[src/rtl/freq_meter.sv]
// freq_meter: gated frequency meter counting rising edges of an async input over a fixed clk window
// Optional feature macro: FREQ_METER_HYST_EN (in_range needs 4 consecutive in-range windows to set)
// Ports:
//   clk      system clock
//   rst      synchronous active-high reset
//   en       run measurement windows back-to-back while high
//   meas_in  signal under measurement, asynchronous to clk
//   count    edge count of the last completed window
//   valid    one-cycle pulse when count updates
//   overflow last completed window saturated the edge counter
//   in_range range verdict of the last completed window(s)
module freq_meter #(
   parameter int GATE_CYCLES = 144000,
   parameter int CNT_W = 18,
   parameter logic [CNT_W-1:0] EXP_MIN = '0,
   parameter logic [CNT_W-1:0] EXP_MAX = {{(CNT_W-1){1'b1}}, 1'b0}
) (
   input  logic             clk,
   input  logic             rst,
   input  logic             en,
   input  logic             meas_in,
   output logic [CNT_W-1:0] count,
   output logic             valid,
   output logic             overflow,
   output logic             in_range
);
   localparam int GW = $clog2(GATE_CYCLES);
   localparam logic [GW-1:0] G_LAST = GW'(GATE_CYCLES - 1);
   localparam logic [CNT_W-1:0] SAT = '1;
   typedef enum logic {IDLE, GATE} state_t;
   state_t state, state_nx;
   logic s0, s1, dly, e;
   logic [GW-1:0] gcnt, gcnt_nx;
   logic [CNT_W-1:0] ecnt, ecnt_nx, ecnt_inc;
   logic ovf, ovf_nx, ovf_inc;
   logic last, publish, abort, raw;
   logic [CNT_W:0] lo_d, hi_d;
   assign e = s1 & ~dly;
   // count value including this cycle's edge, so the final gate cycle lands in its own window
   assign ecnt_inc = (e && ecnt != SAT) ? ecnt + CNT_W'(1) : ecnt;
   assign ovf_inc = ovf | (ecnt_inc == SAT);
   assign last = (state == GATE) && (gcnt == G_LAST);
   assign abort = (state == GATE) && !en;
   assign publish = last && en;
   // range test via borrow bits, so a zero EXP_MIN does not form a constant comparison
   assign lo_d = {1'b0, ecnt_inc} - {1'b0, EXP_MIN};
   assign hi_d = {1'b0, EXP_MAX} - {1'b0, ecnt_inc};
   assign raw = !ovf_inc && !lo_d[CNT_W] && !hi_d[CNT_W];
   always_comb begin
      state_nx = state;
      gcnt_nx = gcnt;
      ecnt_nx = ecnt;
      ovf_nx = ovf;
      if (state == IDLE) begin
         if (en) begin
            state_nx = GATE;
            gcnt_nx = '0;
            ecnt_nx = '0;
            ovf_nx = 1'b0;
         end
      end else if (!en) begin
         state_nx = IDLE;
      end else if (last) begin
         gcnt_nx = '0;
         ecnt_nx = '0;
         ovf_nx = 1'b0;
      end else begin
         gcnt_nx = gcnt + GW'(1);
         ecnt_nx = ecnt_inc;
         ovf_nx = ovf_inc;
      end
   end
   always_ff @(posedge clk) begin
      if (rst) begin
         {s0, s1, dly} <= 3'b000;
         state <= IDLE;
         gcnt <= '0;
         ecnt <= '0;
         ovf <= 1'b0;
         count <= '0;
         valid <= 1'b0;
         overflow <= 1'b0;
      end else begin
         {s0, s1, dly} <= {meas_in, s0, s1};
         state <= state_nx;
         gcnt <= gcnt_nx;
         ecnt <= ecnt_nx;
         ovf <= ovf_nx;
         valid <= publish;
         if (publish) begin
            count <= ecnt_inc;
            overflow <= ovf_inc;
         end
      end
   end
`ifdef FREQ_METER_HYST_EN
   logic [1:0] streak;
   always_ff @(posedge clk) begin
      if (rst) begin
         streak <= 2'd0;
         in_range <= 1'b0;
      end else if (abort) begin
         streak <= 2'd0;
      end else if (publish) begin
         if (!raw) begin
            streak <= 2'd0;
            in_range <= 1'b0;
         end else if (streak == 2'd3) begin
            in_range <= 1'b1;
         end else begin
            streak <= streak + 2'd1;
         end
      end
   end
`else
   always_ff @(posedge clk) begin
      if (rst) in_range <= 1'b0;
      else if (publish) in_range <= raw;
   end
`endif
endmodule

[config.mk]
export PLATFORM = sky130hd
export DESIGN_NAME = freq_meter
export DESIGN_NICKNAME = d
export VERILOG_FILES = /design/src/rtl/freq_meter.sv
export SDC_FILE = /design/constraint.sdc
export NUM_CORES = 1
export LEC_CHECK = 0
export ABC_AREA = 1
export CORE_ASPECT_RATIO = 0.5
export CORE_MARGIN = 2
export CORE_UTILIZATION = 30
export DETAILED_ROUTE_END_ITERATION = 12
export MAX_ROUTING_LAYER = met4
export PLACE_DENSITY_LB_ADDON = 0.15
export SYNTH_ARGS = -nofsm -noshare
export SYNTH_HDL_FRONTEND = slang
export SYNTH_SLANG_ARGS = --single-unit
[constraint.sdc]
create_clock -name clk -period 5.95 [get_ports clk]
set_input_delay 1.19 -clock clk [delete_from_list [all_inputs] [get_ports clk]]
set_output_delay 1.19 -clock clk [all_outputs]
set_load 0.01 [all_outputs]
# Word-level counts from Yosys, hierarchy flattened
# Cells that the tools add are included.
# classes
add_sub_neg	3
muxes	13
n_bitwise	3
n_eq_ne	3
n_reduce_logical	6
# ops
cell	n
$mux W18	8
$add A18 B1 Y18 const B	2
$eq A18 B18 Y1 const B	2
$sub A18 B18 Y19 const A	1
$ne A18 B18 Y1 const B	1
$mux W1	5
$logic_and A1 B1 Y1	4
$logic_not A1 Y1	2
$and A1 B1 Y1	1
$not A1 Y1	1
$or A1 B1 Y1	1
# totals
ff_bits	62
out_inout_bits	21
input_bits	4
elab_cells	39

# Depth between registers and ports, before layout
# depth
ltp_word	9
ltp_mapped	16
depth_no_buf	16

# Worst setup path after synthesis
# OpenSTA, ideal clock, no wires.
# synth_path
path_type	input port to flip-flop
start	in en
end	reg gcnt[13]
setup_time_ns	0.095
required_ns	5.855
path_buffers	1
slack_ns	3.827
cell_stages	5
arrival_time_ns	2.028
path_cell_list	nand2_1 nor2_1 clkbuf_1 o21ai_0 a221oi_1
# synth_rtl
item	line	rtl
start: declaration	20	input logic en,
end signal: assignment	86	gcnt <= gcnt_nx;
end: declaration	33	logic [GW-1:0] gcnt, gcnt_nx;

# Final worst setup path
# layout_path
start	in en
end	reg count[12]
# layout_between
elab_chain_len	1
# layout_rtl
item	line	rtl
$logic_and A1 B1 Y1	44	assign publish = last && en;
end signal: assignment	91	count <= ecnt_inc;
end: declaration	22	output logic [CNT_W-1:0] count,
# No other way between the ends.
# A chain may end at the register's enable or synchronous reset.

==> results.py <==
metrics = {
    "final_layout": {
        "drive_gt1_frac": 0.1111,
        "fill_cells": 1170,
        "diodes": 0,
        "fin_nets": 532,
        "area_growth_pct": 19.17,
        "post-route-util": 0.3670,
        "reg_top3": "count (18), ecnt (18), gcnt (18)",
    },
    "sta": {
        "clock_skew_ps": 8.941,
        "max-slew-margin-rel": 0.5346,
        "fin_crit_sh": 0.4894,
        "rsz0062_at_grt": "false",
        "hold_viol": 0,
        "timing.fmax_ghz": 0.3434,
        "setup_viol": 0,
        "drv_slew": 0,
        "period_needed_ps": 2912,
        "worst_slew_pin_slew_ps": 696.5,
        "tns_ps": 0,
    },
    "global_route": {
        "track_usage": 0.1596,
        "grt_pass1_vias": 3053,
        "overflow": 0,
        "antenna_found_initial": 0,
        "grt_start_max_net_pins": 43,
        "grt_pass1_wl_um": 14890,
    },
    "cts": {
        "cts_setup_buffers": 0,
        "hold_buffers": 0,
        "clock-sinks": 62,
        "post_cts_resized": 0,
        "cts_root_buffer": "clkbuf_16",
        "cts_tree": "built",
        "cts-buffers-inserted": 9,
        "insertion_delay_ps": 330,
        "max-clock-path-buffers": 2,
        "clkTransAtPathRegs_ps": 50,
        "htree_levels": 3,
    },
    "logic_synthesis": {
        "synth_area_sq_um": 3381,
        "synth-main-ff-cell": "dfxtp_1",
        "synth_seq_area_share": 0.3671,
        "yosysTopAreaCellShare": 0.3671,
        "synthTopCellsByCount": "128 x nand2_1, 62 x dfxtp_1, 58 x inv_1, 51 x nor2_1, 48 x a21oi_1",
        "synthTopCellsByArea": "dfxtp_1 37%, nand2_1 14%, a21oi_1 7.1%",
        "syn_avg_cell_area_sq_um": 6.668,
        "ys_warn_count": 0,
        "synthDistinctLibCells": 39,
        "ys_seq_elements": 62,
        "syn_nets": 513,
        "synthMostInstantiatedCell": "nand2_1",
        "synth_top_area_cell": "dfxtp_1",
        "synth_edf_count": 0,
        "ys_async_sr_fraction": 0,
        "netlist_instances": 507,
    },
    "setup_path": {
        "crit_start": "en",
        "crit_required_ps": 6170,
        "cpMaxStageDelayCell": "nor2_4",
        "max_stage_delay_ps": 610,
        "r2r-end": "in_range",
        "path_delay_family": "buffers and inverters",
        "criticalPathCategory": "in2reg",
        "ff2ff_path_depth": 14,
        "r2r-start": "ecnt[0]",
        "crit_path_start_kind": "input port",
        "timing.critical_path.buf_inv": 5,
        "arrival_ps": 3130,
        "worstPathCellList": "clkdlybuf4s50_1 -> inv_1 -> buf_4 -> nor2_4 -> inv_1 -> o21ai_0 -> inv_1",
        "crit_path_max_fanout": 38,
        "rrSetupSlack_ps": 3430,
        "end_kind": "register",
        "path_common_cell": "inv_1",
    },
    "route": {
        "drt_iter0_drc": 149,
        "routed_wirelength_um": 8518,
        "first_pass_iters": 4,
        "drcViolationCount": 0,
        "num_vias": 3093,
        "wire_per_inst_um": 12.60,
        "ant_nets": 0,
        "via_per_inst": 4.575,
    },
    "pwr": {
        "p_int_mw": 0.7731,
        "ir_drop_mv": 0.1204,
        "power.density_nw_per_um2": 244.3,
        "power.leakage_nw": 1.372,
        "comb_power_share": 0.036,
        "p_switching_mw": 0.2112,
        "swShare": 0.2145,
        "power_frac_seq": 0.426,
        "p_clk_frac": 0.538,
    },
    "flow_run": {
        "drv_cap": 0,
    },
    "floorplanning": {
        "die_w_um": 154.1,
        "core_sq_um": 10980,
        "start_util": 0.3079,
        "fp.dieArea_sq_um": 12190,
        "fp.dieH_um": 79.07,
        "fp-row-count": 27,
        "ios": 25,
    },
    "outcome": {
        "status": "finished clean",
    },
    "placement": {
        "gp_congestion": 0.8027,
        "portBuffers": 24,
        "hpwlAfterDp_um": 5925,
    },
    "min_path": {
        "hold_start": "s0",
        "hold_depth": 2,
        "hold_end": "s1",
        "hold_class": "reg2reg",
    },
}
[how the worst max path moves through the flow]
stage / endpoint / depth (start not counted)
floorplan: gcnt[13] / 5
global placement: count[12] / 7
detailed placement: count[12] / 7
CTS: count[12] / 7
global route: count[12] / 7
finish: count[12] / 7
[metal layers]
metal | GRT usage | part of all wire | routed length (um) | vias up
met2 | 0.2489 | 0.45 | 3833 | 26
met3 | 0.03876 | 0.026 | 225 | 9
met5 | - | 0 | 0 | -
met4 | 0.05514 | 0.015 | 125 | 0
met1 | 0.2045 | 0.51 | 4333 | 1388
li1 | - | - | - | 1670
[placed cells by master, fill, tap and decap left out, drive strengths merged]
master	n
ha	2
bufinv	1
a211oi	2
o21a	2
buf	3
clkdlybuf4s50	24
o211ai	6
inv	59
clkinvlp	1
nor4	2
a21oi	48
xnor2	2
nor3	7
clkinv	1
o21ai	27
nand4	3
a221oi	2
xor2	5
a31oi	1
o21bai	2
dfxtp	62
nand3b	1
a21o	1
nor2	61
o31ai	1
clkbuf	13
or2	1
nand2	151
nand3	40
[power groups by stage]
stage	clock network [mW]	logic (mW)	registers, mW
final	0.529	0.0353	0.420
after global routing	0.569	0.0402	0.419
after CTS	0.545	0.0364	0.419
after detailed placement	0	0.0363	0.428
after global placement	0	0.0362	0.428
after floorplan	0	0.0262	0.428
[cells by family (layout without fill, tap and decap cells)]
kind of cell             after synthesis  in the layout  share of synthesized area
AO/OA/AOI/OAI                         92             92                     0.1536
XOR/XNOR                               7              7                    0.01814
adder cells (fa/ha/maj)                2              2                   0.007401
buffers and inverters                 78            102                    0.09548
flip-flops                            62             62                     0.3671
AND/OR/NAND/NOR                      266            266                     0.3583
[through the flow]
stage	power (mW)	area (sq um)	hold slack (ps)	cells	worst slack [ps]
detailed placement	0.4645	3726	395.8	660	2683
global route	1.028	4029	463.4	676	2792
finish	0.9842	4029	401.9	676	3038
global placement	0.4644	3726	393.2	660	2712
floorplan	0.4538	3381	388.3	507	3827
CTS	1.000	4029	404.6	676	3035
[tightest hold or removal path, stage by stage (launching register included)]
cell and delay [ps]:
dfxtp_1 290, inv_1 40, nor2_1 30
[cell type report]
type / count / area (sq um) / share of cell area
inverters: 59 / 221.5 / 0.05497
clock inverters: 3 / 42.54 / 0.01056
multi-input cells: 367 / 1819 / 0.4516
well taps: 145 / 181.4 / 0.04503
flip-flops and latches: 62 / 1241 / 0.3081
repair buffers: 27 / 262.8 / 0.06522
clock buffers: 13 / 260.3 / 0.06460
Note: power is estimated with default switching activity, not from simulation.
